File: config.mk
export PLATFORM = sky130hd
export DESIGN_NAME = sysid_info_regs
export DESIGN_NICKNAME = d
export VERILOG_FILES = /design/src/rtl/sysid_info_regs.sv
export SDC_FILE = /design/constraint.sdc
export NUM_CORES = 1
export LEC_CHECK = 0
export BUFFER_PORTS_ARGS = -buffer_cell sky130_fd_sc_hd__buf_2
export CAP_MARGIN = 20
export CORE_ASPECT_RATIO = 0.5
export CORE_MARGIN = 2
export CORE_UTILIZATION = 55
export CTS_CLUSTER_DIAMETER = 200
export DETAILED_ROUTE_END_ITERATION = 6
export GPL_TIMING_DRIVEN = 0
export PLACE_DENSITY = 0.85
export SLEW_MARGIN = 20
export SYNTH_ARGS = -nofsm -noshare
export SYNTH_HDL_FRONTEND = slang
export SYNTH_SLANG_ARGS = --single-unit
File: constraint.sdc
create_clock -name clock -period 2.7 [get_ports clock]
set_clock_uncertainty 0.2 [all_clocks]
set_input_delay 0.135 -clock clock [delete_from_list [all_inputs] [get_ports clock]]
set_output_delay 0.135 -clock clock [all_outputs]
set_load 0.005 [all_outputs]
File: src/rtl/sysid_info_regs.sv
// System-identification register bank (Avalon-MM slave, fixed 1-cycle read latency).
// Optional seconds counter and heartbeat output are enabled by defining SYSID_HEARTBEAT_EN.
`timescale 1ns/1ps
module sysid_info_regs #(
    parameter logic [31:0] SYSTEM_ID   = 32'h0000_0000,
    parameter logic [31:0] BUILD_TS    = 32'h0000_0000,
    parameter int unsigned CLK_FREQ_HZ = 50_000_000,
    parameter int unsigned UPTIME_W    = 64,
    parameter logic [31:0] SCRATCH_RST = 32'h0000_0000
) (
    input  logic        clock,
    input  logic        reset,
    input  logic [2:0]  address,
    input  logic        read,
    input  logic        write,
    input  logic [31:0] writedata,
    input  logic [3:0]  byteenable,
    output logic [31:0] readdata,
    output logic        readdatavalid,
    output logic        heartbeat
);

    localparam logic [31:0] CLK_FREQ_WORD = 32'(CLK_FREQ_HZ);

    logic [UPTIME_W-1:0] uptime_q, uptime_d;
    logic [31:0]         snap_q, snap_d;
    logic [31:0]         scratch_q, scratch_d;
    logic                freeze_q, freeze_d;
    logic [31:0]         readdata_q, readdata_d;
    logic                rdv_q, rdv_d;
    logic [63:0]         uptime_ext;
    logic [31:0]         seconds_word;
    logic                rd_en;
    logic                clear;

    // A write in the same cycle as a read takes precedence and the read is dropped.
    assign rd_en = read && !write;
    assign clear = write && (address == 3'd7) && writedata[0];

    always_comb begin
        uptime_ext = '0;
        uptime_ext[UPTIME_W-1:0] = uptime_q;

        uptime_d = uptime_q;
        if (!freeze_q)
            uptime_d = uptime_q + UPTIME_W'(1);
        if (clear)
            uptime_d = '0;

        // Reading the low word latches the matching high word so the pair is coherent.
        snap_d = snap_q;
        if (rd_en && (address == 3'd2))
            snap_d = uptime_ext[63:32];
        if (clear)
            snap_d = '0;

        scratch_d = scratch_q;
        if (write && (address == 3'd4)) begin
            for (int b = 0; b < 4; b++)
                if (byteenable[b])
                    scratch_d[8*b +: 8] = writedata[8*b +: 8];
        end

        freeze_d = freeze_q;
        if (write && (address == 3'd7))
            freeze_d = writedata[1];

        rdv_d      = rd_en;
        readdata_d = readdata_q;
        if (rd_en) begin
            case (address)
                3'd0:    readdata_d = SYSTEM_ID;
                3'd1:    readdata_d = BUILD_TS;
                3'd2:    readdata_d = uptime_q[31:0];
                3'd3:    readdata_d = snap_q;
                3'd4:    readdata_d = scratch_q;
                3'd5:    readdata_d = CLK_FREQ_WORD;
                3'd6:    readdata_d = seconds_word;
                default: readdata_d = {30'd0, freeze_q, 1'b0};
            endcase
        end
    end

    always_ff @(posedge clock) begin
        if (reset) begin
            uptime_q   <= '0;
            snap_q     <= '0;
            scratch_q  <= SCRATCH_RST;
            freeze_q   <= 1'b0;
            readdata_q <= '0;
            rdv_q      <= 1'b0;
        end else begin
            uptime_q   <= uptime_d;
            snap_q     <= snap_d;
            scratch_q  <= scratch_d;
            freeze_q   <= freeze_d;
            readdata_q <= readdata_d;
            rdv_q      <= rdv_d;
        end
    end

`ifdef SYSID_HEARTBEAT_EN
    localparam logic [31:0] PRESC_MAX = 32'(CLK_FREQ_HZ - 1);

    logic [31:0] prescaler_q, prescaler_d;
    logic [31:0] seconds_q, seconds_d;
    logic        hb_q, hb_d;

    always_comb begin
        prescaler_d = prescaler_q;
        seconds_d   = seconds_q;
        hb_d        = hb_q;
        if (!freeze_q) begin
            if (prescaler_q == PRESC_MAX) begin
                prescaler_d = '0;
                seconds_d   = seconds_q + 32'd1;
                hb_d        = !hb_q;
            end else begin
                prescaler_d = prescaler_q + 32'd1;
            end
        end
        // Heartbeat phase is deliberately left untouched by CLEAR.
        if (clear) begin
            prescaler_d = '0;
            seconds_d   = '0;
        end
    end

    always_ff @(posedge clock) begin
        if (reset) begin
            prescaler_q <= '0;
            seconds_q   <= '0;
            hb_q        <= 1'b0;
        end else begin
            prescaler_q <= prescaler_d;
            seconds_q   <= seconds_d;
            hb_q        <= hb_d;
        end
    end

    assign seconds_word = seconds_q;
    assign heartbeat    = hb_q;
`else
    assign seconds_word = 32'd0;
    assign heartbeat    = 1'b0;
`endif

    assign readdata      = readdata_q;
    assign readdatavalid = rdv_q;

endmodule

* Word-level counts from Yosys, hierarchy flattened
Index checks and enable logic that the tools add are counted.
Storage, ports and cells: register bits after elaboration 162, input bits 43, output and inout port bits 34
Operators by class: add/subtract/negate cells 1, eq/ne operators 7, muxes and demuxes 1, reductions and logical operators 13
Operator list (count):
- $pmux W32 S5 | 1
- $add A64 B1 Y64 const B | 1
- $eq A3 B3 Y1 const B | 4
- $reduce_and A2 Y1 | 4
- $eq A3 B2 Y1 const B | 2
- $logic_and A1 B1 Y1 | 5
- $eq A3 B1 Y1 const B | 1
- $logic_not A3 Y1 | 1
- $reduce_or A3 Y1 | 1
- $reduce_or A2 Y1 | 1
- $logic_not A1 Y1 | 1

* Depth between registers and ports, before layout
word-level depth 4, gate-level depth with buffers 8, mapped depth without buffers 6

* Worst setup path before layout
OpenSTA, ideal clock, no wires.
kind register to register, start reg uptime_q[0], in the netlist uptime_ext[0], end reg uptime_q[56], in the netlist uptime_ext[56], data arrival time 1.840 ns, path slack 0.528 ns, stages on the path, launching flop included 9, buffers on the path 2, path through dfxtp_1 -> ha_1 -> nand4b_1 -> nor3_1 -> nand4_2 -> buf_6 -> buf_2 -> o31ai_1 -> a21oi_1
On the way: longest elaborated chain between the ends 1
RTL lines:
- from (decl) | RTL line 25 | logic [UPTIME_W-1:0] uptime_q, uptime_d;
- from (signal assigned) | RTL line 93 | uptime_q <= uptime_d;
- $add A64 B1 Y64 | RTL line 46 | uptime_d = uptime_q + UPTIME_W'(1);
No other way between the ends. A chain may end at the register's enable or synchronous reset.

* Final worst setup path
start reg uptime_q[28], in the netlist uptime_ext[28], end reg uptime_q[57], in the netlist uptime_ext[57]
The elaborated chain is that of the path after synthesis.

==> results by group <==
Run status
  – Status: finished, violations left
  – Failing checks: DRC

Die
  – # rows: 29
  – Initial core utilization: 0.565
  – Core Region: between 10000 and 15000 um^2
  – Die Width: roughly 170 um
  – Io pins: a little under 80
  – Die Span Y: around 85 um
  – Die ar.: 14000 um^2

Synth
  – Post-synth top area share: 0.452
  – Leading area contributor after synthesis: dfxtp_1
  – Gate Count Post-Synth: about 850
  – Syn_nets: 898
  – YS warnings: 0
  – Synth top area cells: dfxtp_1 (45%), mux2i_1 (9.2%), nor2_1 (7.2%)
  – Post-synthesis sequential area ratio: 0.452
  – Mapped cell area: just over 7000 um^2
  – Number of synthesized flops with an enable pin: 0
  – FFs w/ async S/R, synth: 0
  – Yosys reg bits: 162
  – Avg Cell Area, Syn: between 8 and 9 um^2
  – Post-synthesis cell type count: 44
  – Dominant synthesized flop cell: dfxtp_1

Pwr
  – Pwr per Cell Area: 596 nW/um^2
  – Worst IR drop on VDD: around 0.00052 V
  – Pleak: about 3.3 nW

GRT
  – Largest net degree at the start of global routing: 17
  – First-pass GRT wire length: between 30 and 40 mm
  – Vias in the first global route: about 6500
  – All-Layer GR Usage: 0.306
  – Initial antenna violation count: 0
  – GR Overflow Total: 0

STA
  – Maximum clock frequency: roughly 380 MHz
  – Fin crit period: 2650 ps
  – Hold Slack: about 57 ps
  – Fin. max-slew vios: 0
  – Slew HR: 0.461
  – Tightest Pin Transition: around 800 ps
  – # setup viols final: 0
  – RSZ-0062 raised after global routing: false
  – Final TNS setup: 0 ps
  – Fin. Hold Viols: 0
  – Fin crit share: 0.980

Setup path
  – CP required: 2870 ps
  – Worst Setup End Kind: flop
  – Critical Path Start Type: flop
  – Kind of critical path: flop to flop
  – Max FO, Critical Path: 10
  – Data arrival, critical path: around 2800 ps

Final layout
  – Final #Nets: approximately 1000
  – Fin util: 0.683
  – Antenna cells: 0
  – Fillers: 860
  – Layout cells sized above 1: 0.130
  – Area growth, synth to finish: 20.9%

Placement
  – Post-DP HPWL: roughly 14 mm
  – IO buf count: 74
  – GP Congestion: slightly above 0.9

Clocking
  – TritonCTS clock tree: yes
  – Clk Latency, worst-skew pair: 440 ps
  – Post-CTS setup repair buffer count: 0
  – Clock Sink Count: about 160
  – Max Root-Sink Buffers: 2
  – CTS clk-pin slew, worst paths: about 70 ps
  – # H-tree levels: 4
  – TritonCTS Buffers: 17
  – Clk Tree Root Cell: clkbuf_16

Flow run
  – Maxcap violations: 0

Routing
  – Vias per cell: slightly above 6
  – DRT Pass-1 Iters: 7
  – Via count: 7104
  – Starting DRT DRC Count: 846
  – Total routed wirelength: approximately 21 mm
  – Antenna viol nets, final: 0
  – DR WL/cell: around 18 um
  – Post-route DRC: 3

Worst hold path
  – Hold Crit Class: primary input to flop
-- critical path: stages (launching register included) --
cell and delay, ps:
dfxtp_1 480, nand3_1 110, nor3_1 570, nand3_1 310
buf_2 260, or4_1 500, a21oi_1 150
-- layer usage --
layer	track usage	vias to the layer above	share of wire
met5	0	-	0
met4	0.0925	0	0.021
met3	0.0850	65	0.11
met2	0.496	413	0.45
met1	0.399	3360	0.42
li1	-	3266	-
-- power by group --
group | internal (mW) | leakage [nW] | switching [mW]
clock | 1.29 | 0.270 | 1.08
sequential | 2.43 | 1.31 | 0.0272
combinational | 0.141 | 1.76 | 0.195
total | 3.86 | 3.34 | 1.30
-- layout make-up --
class | count | area [um^2] | area share
buffer | 53 | 219 | 0.0253
sequential | 162 | 3240 | 0.374
clock inverter | 15 | 146 | 0.0169
multi-input combinational | 629 | 3680 | 0.425
tap | 170 | 213 | 0.0245
clock buffer | 17 | 425 | 0.0491
inverter | 10 | 37.5 | 0.00433
timing repair buffer | 107 | 701 | 0.0808
-- placed cells by master, fill, tap and decap left out, types with 4 or more instances in the layout --
cell and instances:
mux2i_1 66, or3_1 24, dlygate4sd3_1 33, or4_1 9
nand2b_1 5, clkbuf_16 17, nor3_1 28, clkinvlp_4 4
a211oi_1 19, xnor2_1 10, a21oi_1 66, clkbuf_1 39
nand4b_1 6, nor4_1 7, o21ai_0 34, xor2_1 19
nand4_1 20, dfxtp_1 162, nand2_1 88, buf_1 5
inv_1 10, o31ai_1 9, o221ai_1 12, inv_6 6
buf_2 81, and3_1 8, nor2_1 137, nand3_1 33
-- flip-flops by register name, summed over array words and instances, names as in the netlist --
| register | count |
|---|---|
| freeze_q | 1 |
| readdata | 32 |
| readdatavalid | 1 |
| scratch_q | 32 |
| snap_q | 32 |
| uptime_ext | 64 |
-- cell usage after synthesis (8+ instances only) --
cell and instances:
dfxtp_1 162, nor2_1 137, nand2_1 88, a21oi_1 66, mux2i_1 66, clkbuf_1 39, o21ai_0 34, nand3_1 33
nor3_1 29, or3_1 24, nand4_1 20, a211oi_1 19, xor2_1 19, o221ai_1 12, inv_1 10, xnor2_1 10
o31ai_1 9, or4_1 9, and3_1 8
-- stage by stage --
stage | setup slack (ps) | area, um^2 | cells | total power, mW
2_1_floorplan | 528 | 7170 | 854 | 2.67
3_3_place_gp | 53.0 | 7750 | 1098 | 2.78
3_5_place_dp | 46.2 | 7750 | 1098 | 2.79
4_1_cts | 25.8 | 8660 | 1163 | 5.13
5_1_grt | 7.87 | 8670 | 1163 | 5.28
6_report | 54.3 | 8670 | 1163 | 5.16
-- what timing repair did --
item / CTS / global route
hold buffers: 33 / 0
gates resized for setup: 0 / 2
hold endpoints to repair: 34 / 0
endpoints found under the setup margin: 0 / 14
-- path summary, 6_finish.rpt --
path / endpoint / slack [ps] / cells past startpoint / from
worst max-delay path: uptime_ext[57] / 50 / 6 / uptime_ext[28]
worst min-delay path: readdata[1] / 60 / 4 / read
worst max register to register: uptime_ext[57] / 50 / 6 / uptime_ext[28]
worst min register to register: snap_q[13] / 260 / 2 / snap_q[13]
-- cells by family after synthesis --
group                      after synthesis  synth area share
DFF                                    162             0.452
adders and majority gates                1           0.00174
xor gates and xnor gates                29            0.0354
buffers and inverters                   63            0.0358
other                                    1          0.000523
muxes                                   66            0.0921
AOI/OAI and AO/OA                      146             0.121
and+or+nand+nor                        386             0.261
No activity file was read; power rests on OpenSTA's default activity.
